$ cat config.mk
export PLATFORM = sky130hd
export DESIGN_NAME = traffic_request_conditioner_flat
export DESIGN_NICKNAME = d
export VERILOG_FILES = /design/src/rtl/traffic_request_conditioner_if.sv /design/src/rtl/traffic_request_conditioner.sv /design/src/flat_wrapper.sv
export SDC_FILE = /design/constraint.sdc
export NUM_CORES = 1
export LEC_CHECK = 0
export CAP_MARGIN = 15
export CORE_ASPECT_RATIO = 0.75
export CORE_MARGIN = 3
export CORE_UTILIZATION = 33
export CTS_CLUSTER_DIAMETER = 100
export DETAILED_ROUTE_END_ITERATION = 8
export PLACE_DENSITY = 0.48
export SYNTH_ARGS = -nofsm -noshare
export SYNTH_HDL_FRONTEND = slang
export SYNTH_SLANG_ARGS = --single-unit
export TNS_END_PERCENT = 5
$ cat constraint.sdc
create_clock -name clk -period 3.5 [get_ports clk]
set_input_delay 0.35 -clock clk [delete_from_list [all_inputs] [get_ports clk]]
set_output_delay 0.35 -clock clk [all_outputs]
set_load 0.02 [all_outputs]
$ cat src/rtl/traffic_request_conditioner_if.sv
// Raw sensor/button inputs, controller walk feedback and the
// conditioned requests handed to the traffic light controller.
interface traffic_request_conditioner_if #(
  parameter int WAIT_W = 8
);
  logic              sensor_ns_raw;
  logic              sensor_ew_raw;
  logic              ped_btn_raw;
  logic              walk_signal;
  logic              car_ns;
  logic              car_ew;
  logic              ped_button;
  logic [WAIT_W-1:0] ped_wait_cnt;

  modport master (
    output sensor_ns_raw,
    output sensor_ew_raw,
    output ped_btn_raw,
    output walk_signal,
    input  car_ns,
    input  car_ew,
    input  ped_button,
    input  ped_wait_cnt
  );

  modport slave (
    input  sensor_ns_raw,
    input  sensor_ew_raw,
    input  ped_btn_raw,
    input  walk_signal,
    output car_ns,
    output car_ew,
    output ped_button,
    output ped_wait_cnt
  );
endinterface

$ cat src/rtl/traffic_request_conditioner.sv
// Synchronise, debounce and gap-extend car loops; latch pedestrian
// presses until the controller grants walk.
module traffic_request_conditioner #(
  parameter int DEBOUNCE_CYCLES = 4,
  parameter int CAR_HOLD_CYCLES = 3,
  parameter int WAIT_W          = 8
) (
  input logic clk,
  input logic rst_n,
  traffic_request_conditioner_if.slave bus
);
  localparam logic [7:0] DB_LAST = 8'(DEBOUNCE_CYCLES - 1);
  localparam logic [7:0] HOLD    = 8'(CAR_HOLD_CYCLES);

  typedef enum logic [1:0] {
    P_IDLE,
    P_PENDING,
    P_SERVING
  } ped_state_t;

  // channel order: 0 = NS, 1 = EW, 2 = pedestrian
  logic [2:0]      raw;
  logic [2:0]      sync1;
  logic [2:0]      sync2;
  logic [2:0]      stable;
  logic [2:0]      take;
  logic [2:0][7:0] db_cnt;
  logic [1:0][7:0] hold;
  logic [1:0]      car;
  logic            press;
  logic            ped_q;
  ped_state_t      state;
  ped_state_t      state_nxt;
  logic [WAIT_W-1:0] wait_cnt;
  logic [WAIT_W-1:0] wait_nxt;

  assign raw = {bus.ped_btn_raw, bus.sensor_ew_raw, bus.sensor_ns_raw};

  always_comb begin
    take = '0;
    for (int i = 0; i < 3; i++) begin
      take[i] = (sync2[i] != stable[i]) && (db_cnt[i] == DB_LAST);
    end
  end

  always_ff @(posedge clk or negedge rst_n) begin
    if (!rst_n) begin
      sync1  <= '0;
      sync2  <= '0;
      stable <= '0;
      db_cnt <= '0;
    end else begin
      sync1 <= raw;
      sync2 <= sync1;
      for (int i = 0; i < 3; i++) begin
        if (sync2[i] == stable[i]) begin
          db_cnt[i] <= '0;
        end else if (take[i]) begin
          stable[i] <= sync2[i];
          db_cnt[i] <= '0;
        end else begin
          db_cnt[i] <= db_cnt[i] + 8'd1;
        end
      end
    end
  end

  // hold loads on the falling accept edge, clears on the rising one
  always_ff @(posedge clk or negedge rst_n) begin
    if (!rst_n) begin
      hold  <= '0;
      car   <= '0;
      press <= 1'b0;
    end else begin
      for (int i = 0; i < 2; i++) begin
        if (take[i]) begin
          hold[i] <= stable[i] ? HOLD : 8'd0;
        end else if (!stable[i] && hold[i] != 8'd0) begin
          hold[i] <= hold[i] - 8'd1;
        end
        car[i] <= stable[i] | (hold[i] != 8'd0);
      end
      press <= take[2] & ~stable[2];
    end
  end

  always_comb begin
    state_nxt = state;
    wait_nxt  = wait_cnt;
    unique case (state)
      P_IDLE: begin
        wait_nxt = '0;
        if (press && !bus.walk_signal) begin
          state_nxt = P_PENDING;
        end
      end
      P_PENDING: begin
        if (wait_cnt != '1) begin
          wait_nxt = wait_cnt + WAIT_W'(1);
        end
        if (bus.walk_signal) begin
          state_nxt = P_SERVING;
        end
      end
      P_SERVING: begin
        if (!bus.walk_signal) begin
          state_nxt = P_IDLE;
          wait_nxt  = '0;
        end
      end
      default: begin
        state_nxt = P_IDLE;
        wait_nxt  = '0;
      end
    endcase
  end

  always_ff @(posedge clk or negedge rst_n) begin
    if (!rst_n) begin
      state    <= P_IDLE;
      wait_cnt <= '0;
      ped_q    <= 1'b0;
    end else begin
      state    <= state_nxt;
      wait_cnt <= wait_nxt;
      ped_q    <= (state_nxt == P_PENDING);
    end
  end

  assign bus.car_ns       = car[0];
  assign bus.car_ew       = car[1];
  assign bus.ped_button   = ped_q;
  assign bus.ped_wait_cnt = wait_cnt;
endmodule
$ cat src/flat_wrapper.sv
// flat-port wrapper written by rule: the top's interface ports become plain ports
module traffic_request_conditioner_flat 
#(
  parameter int DEBOUNCE_CYCLES = 4,
  parameter int CAR_HOLD_CYCLES = 3,
  parameter int WAIT_W          = 8
)
  (clk, rst_n, bus_sensor_ns_raw, bus_sensor_ew_raw, bus_ped_btn_raw, bus_walk_signal, bus_car_ns, bus_car_ew, bus_ped_button, bus_ped_wait_cnt);
  traffic_request_conditioner_if #(.WAIT_W(WAIT_W)) bus_i ();
  input logic clk;
  input logic rst_n;
  input wire logic [$bits(bus_i.sensor_ns_raw)-1:0] bus_sensor_ns_raw;
  input wire logic [$bits(bus_i.sensor_ew_raw)-1:0] bus_sensor_ew_raw;
  input wire logic [$bits(bus_i.ped_btn_raw)-1:0] bus_ped_btn_raw;
  input wire logic [$bits(bus_i.walk_signal)-1:0] bus_walk_signal;
  output wire logic [$bits(bus_i.car_ns)-1:0] bus_car_ns;
  output wire logic [$bits(bus_i.car_ew)-1:0] bus_car_ew;
  output wire logic [$bits(bus_i.ped_button)-1:0] bus_ped_button;
  output wire logic [$bits(bus_i.ped_wait_cnt)-1:0] bus_ped_wait_cnt;
  assign bus_i.sensor_ns_raw = bus_sensor_ns_raw;
  assign bus_i.sensor_ew_raw = bus_sensor_ew_raw;
  assign bus_i.ped_btn_raw = bus_ped_btn_raw;
  assign bus_i.walk_signal = bus_walk_signal;
  assign bus_car_ns = bus_i.car_ns;
  assign bus_car_ew = bus_i.car_ew;
  assign bus_ped_button = bus_i.ped_button;
  assign bus_ped_wait_cnt = bus_i.ped_wait_cnt;
  traffic_request_conditioner #(.DEBOUNCE_CYCLES(DEBOUNCE_CYCLES), .CAR_HOLD_CYCLES(CAR_HOLD_CYCLES), .WAIT_W(WAIT_W)) u_core (.clk(clk), .rst_n(rst_n), .bus(bus_i));
endmodule
# After elaboration in Yosys (flattened, before gate mapping)
# Index checks and enable logic that the tools add are counted.
[word_totals]
regBits = 63
latchBits = 0
mem_bits_rw = 0
romBits = 0
output_inout_bits = 11
word_cells = 80
mem_count = 0
[classes]
addsub = 6
mul = 0
div_mod_pow = 0
magnitude_cmp = 0
eq_ne = 15
n_shift = 0
n_mux = 19
bitwise = 7
n_reduce_logical = 18
[op_table]
columns = ["operator", "count"]
rows = [
  ["$mux 8", 12],
  ["$add 8x1->8 const B", 4],
  ["$eq 8x2->1 const B", 3],
  ["$pmux 8 s2", 1],
  ["$reduce_bool 8->1", 2],
  ["$sub 8x1->8 const B", 2],
  ["$mux 2", 5],
  ["$ne 8x8->1 const B", 1],
  ["$reduce_and 2->1", 4],
  ["$logic_and 1x1->1", 6],
  ["$pmux 2 s3", 1],
  ["$eq 2x1->1 const B", 2],
  ["$not 1->1", 4],
  ["$reduce_bool 2->1", 2],
  ["$eq 1x1->1", 3],
  ["$logic_not 1->1", 3],
  ["$ne 1x1->1", 3],
  ["$eq 2x2->1 const B", 1],
  ["$logic_not 2->1", 1],
  ["$ne 2x1->1 const B", 1],
  ["$ne 2x2->1 const B", 1],
  ["$or 1x1->1", 2],
  ["$and 1x1->1", 1],
]

# Logic depth before layout (Yosys ltp)
[logic_depth]
ltp_word = 5
mapped_depth = 6

# Worst setup path after synthesis
# No wires, ideal clock.
[synth_timing]
kind = "register to register"
from = "register u_core.hold[8] (netlist bit)"
to = "register u_core.car[1]"
setup_time_ps = 136
t_arrival_ps = 1756
setup_slack_ps = 1608
path_stages_with_launch = 5
path_buffers = 0
cell_sequence = "dfrtp_1 inv_1 ha_1 or4b_2 or3b_2"
[synth_between]
elab_chain_len = 2
[synth_rtl]
columns = ["element", "line_no", "text"]
rows = [
  ["start, declared", "traffic_request_conditioner.sv:28", "logic [1:0][7:0] hold;"],
  ["start signal, assigned by index", "traffic_request_conditioner.sv:77", "hold[i] <= stable[i] ? HOLD : 8'd0;"],
  ["start signal, assigned by index", "traffic_request_conditioner.sv:79", "hold[i] <= hold[i] - 8'd1;"],
  ["$reduce_bool 8->1", "traffic_request_conditioner.sv:81", "car[i] <= stable[i] | (hold[i] != 8'd0);"],
  ["$or 1x1->1", "traffic_request_conditioner.sv:81", ""],
  ["end signal, assigned by index", "traffic_request_conditioner.sv:81", ""],
  ["end, declared", "traffic_request_conditioner.sv:29", "logic [1:0] car;"],
]
# No other way between the ends.
# A chain may end at the register's enable or synchronous reset.

# Worst setup path after layout
[layout_timing]
from = "register u_core.hold[0] (netlist bit)"
to = "register u_core.hold[0] (netlist bit)"
[layout_between]
elab_chain_len = 3
[layout_rtl]
columns = ["element", "line_no", "text"]
rows = [
  ["$sub 8x1->8 or $reduce_bool 8->1 (tied branches)", "traffic_request_conditioner.sv:79, traffic_request_conditioner.sv:78", ""],
  ["$mux 8 or $logic_and 1x1->1 (tied branches)", "traffic_request_conditioner.sv:78", "end else if (!stable[i] && hold[i] != 8'd0) begin"],
  ["$mux 8 or $reduce_bool 2->1 (tied branches)", "-", ""],
]
# Parallel ways exist; a longest one is shown, timed or not. The select of a mux whose other input is x is not followed.

==> impl_metrics.py <==
metrics = {
    "critical_path": {
        "r2r_start": "u_core.hold[0]$_DFFE_PN0P_",
        "cp-start-kind": "flip-flop",
        "crit_type": "flip-flop to flip-flop",
        "r2r_slack_ns": 1.47,
        "crit_required_ns": 3.76,
        "cp-end-kind": "flip-flop",
        "worst_ep_arrival_time_ns": 2.29,
        "crit_start": "u_core.hold[0]$_DFFE_PN0P_",
        "r2r_end": "u_core.hold[0]$_DFFE_PN0P_",
        "path_max_fanout": 5,
        "r2r_cells": 6,
        "critPathCapture": "u_core.hold[0]$_DFFE_PN0P_",
    },
    "clocking": {
        "ctsRootBufferMaster": "clkbuf_16",
        "post_cts_buffers": 0,
        "cts_tree": "done",
        "cts_max_path_buffers": 2,
        "cts.sinks": 63,
        "path_clk_slew_ns": 0.05,
        "insertion_delay_ns": 0.33,
        "h-tree-depth": 3,
        "cts_made_buffers": 9,
    },
    "synthesis": {
        "syn_area_per_cell_um2": 10.2,
        "synth_edf_count": 0,
        "synth_largest_area_cell": "dfrtp_1",
        "seq_area_frac_synth_pct": 54.4,
        "yosysWarnings": 0,
        "synth_flop_cell": "dfrtp_1",
        "ys_seq_elements": 63,
        "syn_area_um2": 2900,
        "synth_top_area_share_pct": 54.4,
        "synthDistinctLibCells": 42,
        "synth.net_count": 296,
        "synthTopCellsByArea": "dfrtp_1 (54%), nor2_1 (5.4%), xor2_1 (5.1%)",
        "syn_inst": 284,
        "synth-async-reset-ratio_pct": 100,
    },
    "routing": {
        "wl_um": 5410,
        "drt-initial-drc-count": 153,
        "num_vias": 2059,
        "viasPerCell": 4.97,
        "route.detailed.drc": 0,
        "drtPass1Iterations": 4,
        "ant_nets": 0,
        "wl_per_cell_um": 13.1,
    },
    "grt": {
        "grt.total_usage_pct": 12.6,
        "grt_first_pass_wirelength_um": 9640,
        "overflow": 0,
        "antenna_found_initial": 0,
        "grt_max_degree": 45,
        "grt_pass1_vias": 2013,
    },
    "sta": {
        "finalCriticalPeriod_ns": 2.03,
        "slew_headroom_pct": 61.0,
        "fin_crit_sh_pct": 57.9,
        "hold_viol": 0,
        "max_freq_mhz": 493,
        "tightest_slew_ns": 0.584,
        "finalSetupTns_ns": 0,
        "grt_setup_unrepaired": "false",
        "drv_slew": 0,
        "fin_skew_ns": 0.00636,
        "setup_viol": 0,
    },
    "floorplan": {
        "die_x_um": 114,
        "dieArea_um2": 9960,
        "core_area_um2": 8200,
        "start_util_pct": 35.4,
        "chipHeight_um": 87.2,
        "io_pins": 17,
        "row_count": 28,
    },
    "place": {
        "dp.final_hpwl_um": 3590,
        "placed_cell_area_um2": 3160,
        "io_buffer_count": 16,
        "gp_congestion": 0.771,
    },
    "finish": {
        "final_area_um2": 3450,
        "antenna_cells": 0,
        "syn_to_final_growth_pct": 19.1,
        "drive_gt1_share_pct": 6.80,
        "final_nets": 318,
    },
    "power": {
        "power-per-cell-area_nw_per_um2": 720,
        "p_leak_uw": 0.00146,
        "ir_drop_mv": 0.408,
        "finalPower_uw": 2490,
    },
    "status": {
        "status": "completed",
    },
    "job": {
        "maxCapViolCount": 0,
    },
    "min_path": {
        "hold_class": "flip-flop to flip-flop",
    },
}
-- registers in the layout, summed over array words and instances, names as in the netlist --
register                 count
u_core.sync2                 3
u_core.car                   2
u_core.state                 2
u_core.hold                 16
u_core.press                 1
u_core.stable                3
u_core.db_cnt               24
u_core.bus.ped_wait_cnt      8
u_core.sync1                 3
u_core.bus.ped_button        1
-- cells by family (layout without fill, tap and decap cells) --
logic type / after synthesis / count (layout) / share of synthesized area (%)
adders and majority gates: 6 / 6 / 2.59
AOI/OAI and AO/OA: 38 / 38 / 8.24
and+or+nand+nor: 134 / 134 / 23.6
xor gates and xnor gates: 26 / 26 / 7.85
buffers and inverters: 13 / 38 / 1.98
DFF: 63 / 63 / 54.4
muxes: 4 / 4 / 1.42
-- report_power, final --
| group | total (uW) | internal, uW | switching, uW | leakage (uW) |
|---|---|---|---|---|
| combinational | 568 | 265 | 303 | 0.000506 |
| clock | 829 | 547 | 282 | 0.000141 |
| sequential | 1090 | 887 | 202 | 0.000818 |
-- layout by cell type (no fill, tap or decap), drive strengths merged, types with 5 or more instances in the layout --
master	netlist	routed
nor3	14	14
nand3	19	19
nand2	15	15
and3	8	8
o31ai	5	5
inv	6	6
dfrtp	63	63
nor2b	5	5
o21ai	6	6
xor2	17	17
nor2	42	42
xnor2	9	9
a21oi	14	14
or3	6	6
nor4	6	6
clkdlybuf4s50	0	15
clkbuf	5	14
ha	6	6
-- how the worst min path moves through the flow --
stage          cells after the start                      start                               to
2_1_floorplan                      0                      rst_n  u_core.bus.ped_button$_DFF_PN0_
3_3_place_gp                       0  u_core.sync1[0]$_DFF_PN0_        u_core.sync2[0]$_DFF_PN0_
3_5_place_dp                       1                      rst_n       u_core.db_cnt[2]$_DFF_PN0_
4_1_cts                            0  u_core.sync1[0]$_DFF_PN0_        u_core.sync2[0]$_DFF_PN0_
5_1_grt                            0  u_core.sync1[0]$_DFF_PN0_        u_core.sync2[0]$_DFF_PN0_
6_report                           0  u_core.sync1[1]$_DFF_PN0_        u_core.sync2[1]$_DFF_PN0_
-- final cells by class --
type	count	area, um2
multi-input cells	208	1270
inverters	6	22.5
clock buffers	14	284
flip-flops and latches	63	1580
repair buffers	18	173
well taps	105	131
fillers	788	4740
-- layer usage --
metal  share of wire, %  vias up  track usage, %  wire, um
li1                   -     1045               -         -
met1                 54      966            17.0      2910
met2                 39       41            17.3      2130
met4                1.8        0            6.80        99
met5                  0        -               0         0
met3                4.9        7            5.00       264
-- metrics by stage --
step                      setup WS [ns]  hold slack, ns  cells  util, %
after floorplan                    1.61          0.0544    284        -
after global placement             1.54           0.332    399     38.5
after detailed placement           1.49           0.338    399     38.5
after CTS                          1.48           0.358    414     42.1
after global routing               1.29           0.361    414     42.1
final                              1.47           0.355    414     42.1
-- critical path, stage by stage (launching register included) --
cell	delay [ns]
dfrtp_1	0.41
inv_1	0.07
ha_1	0.18
or4b_1	0.51
or4_1	0.46
a22oi_1	0.16
o22a_1	0.16
-- timing repair --
item / 4_1_cts / 5_1_grt
endpoints found under the setup margin: 0 / 0
hold endpoints to repair: 19 / 0
hold buffers: 1 / 0
gates resized for setup: 0 / 0
-- synth_stat cells, types with 8 or more instances --
| library cell | count |
|---|---|
| xor2_1 | 17 |
| nor2_1 | 42 |
| xnor2_1 | 9 |
| and3_1 | 8 |
| nand3_1 | 19 |
| dfrtp_1 | 63 |
| a21oi_1 | 14 |
| nor3_1 | 14 |
| nand2_1 | 15 |
(Power assumes the default switching activity.)
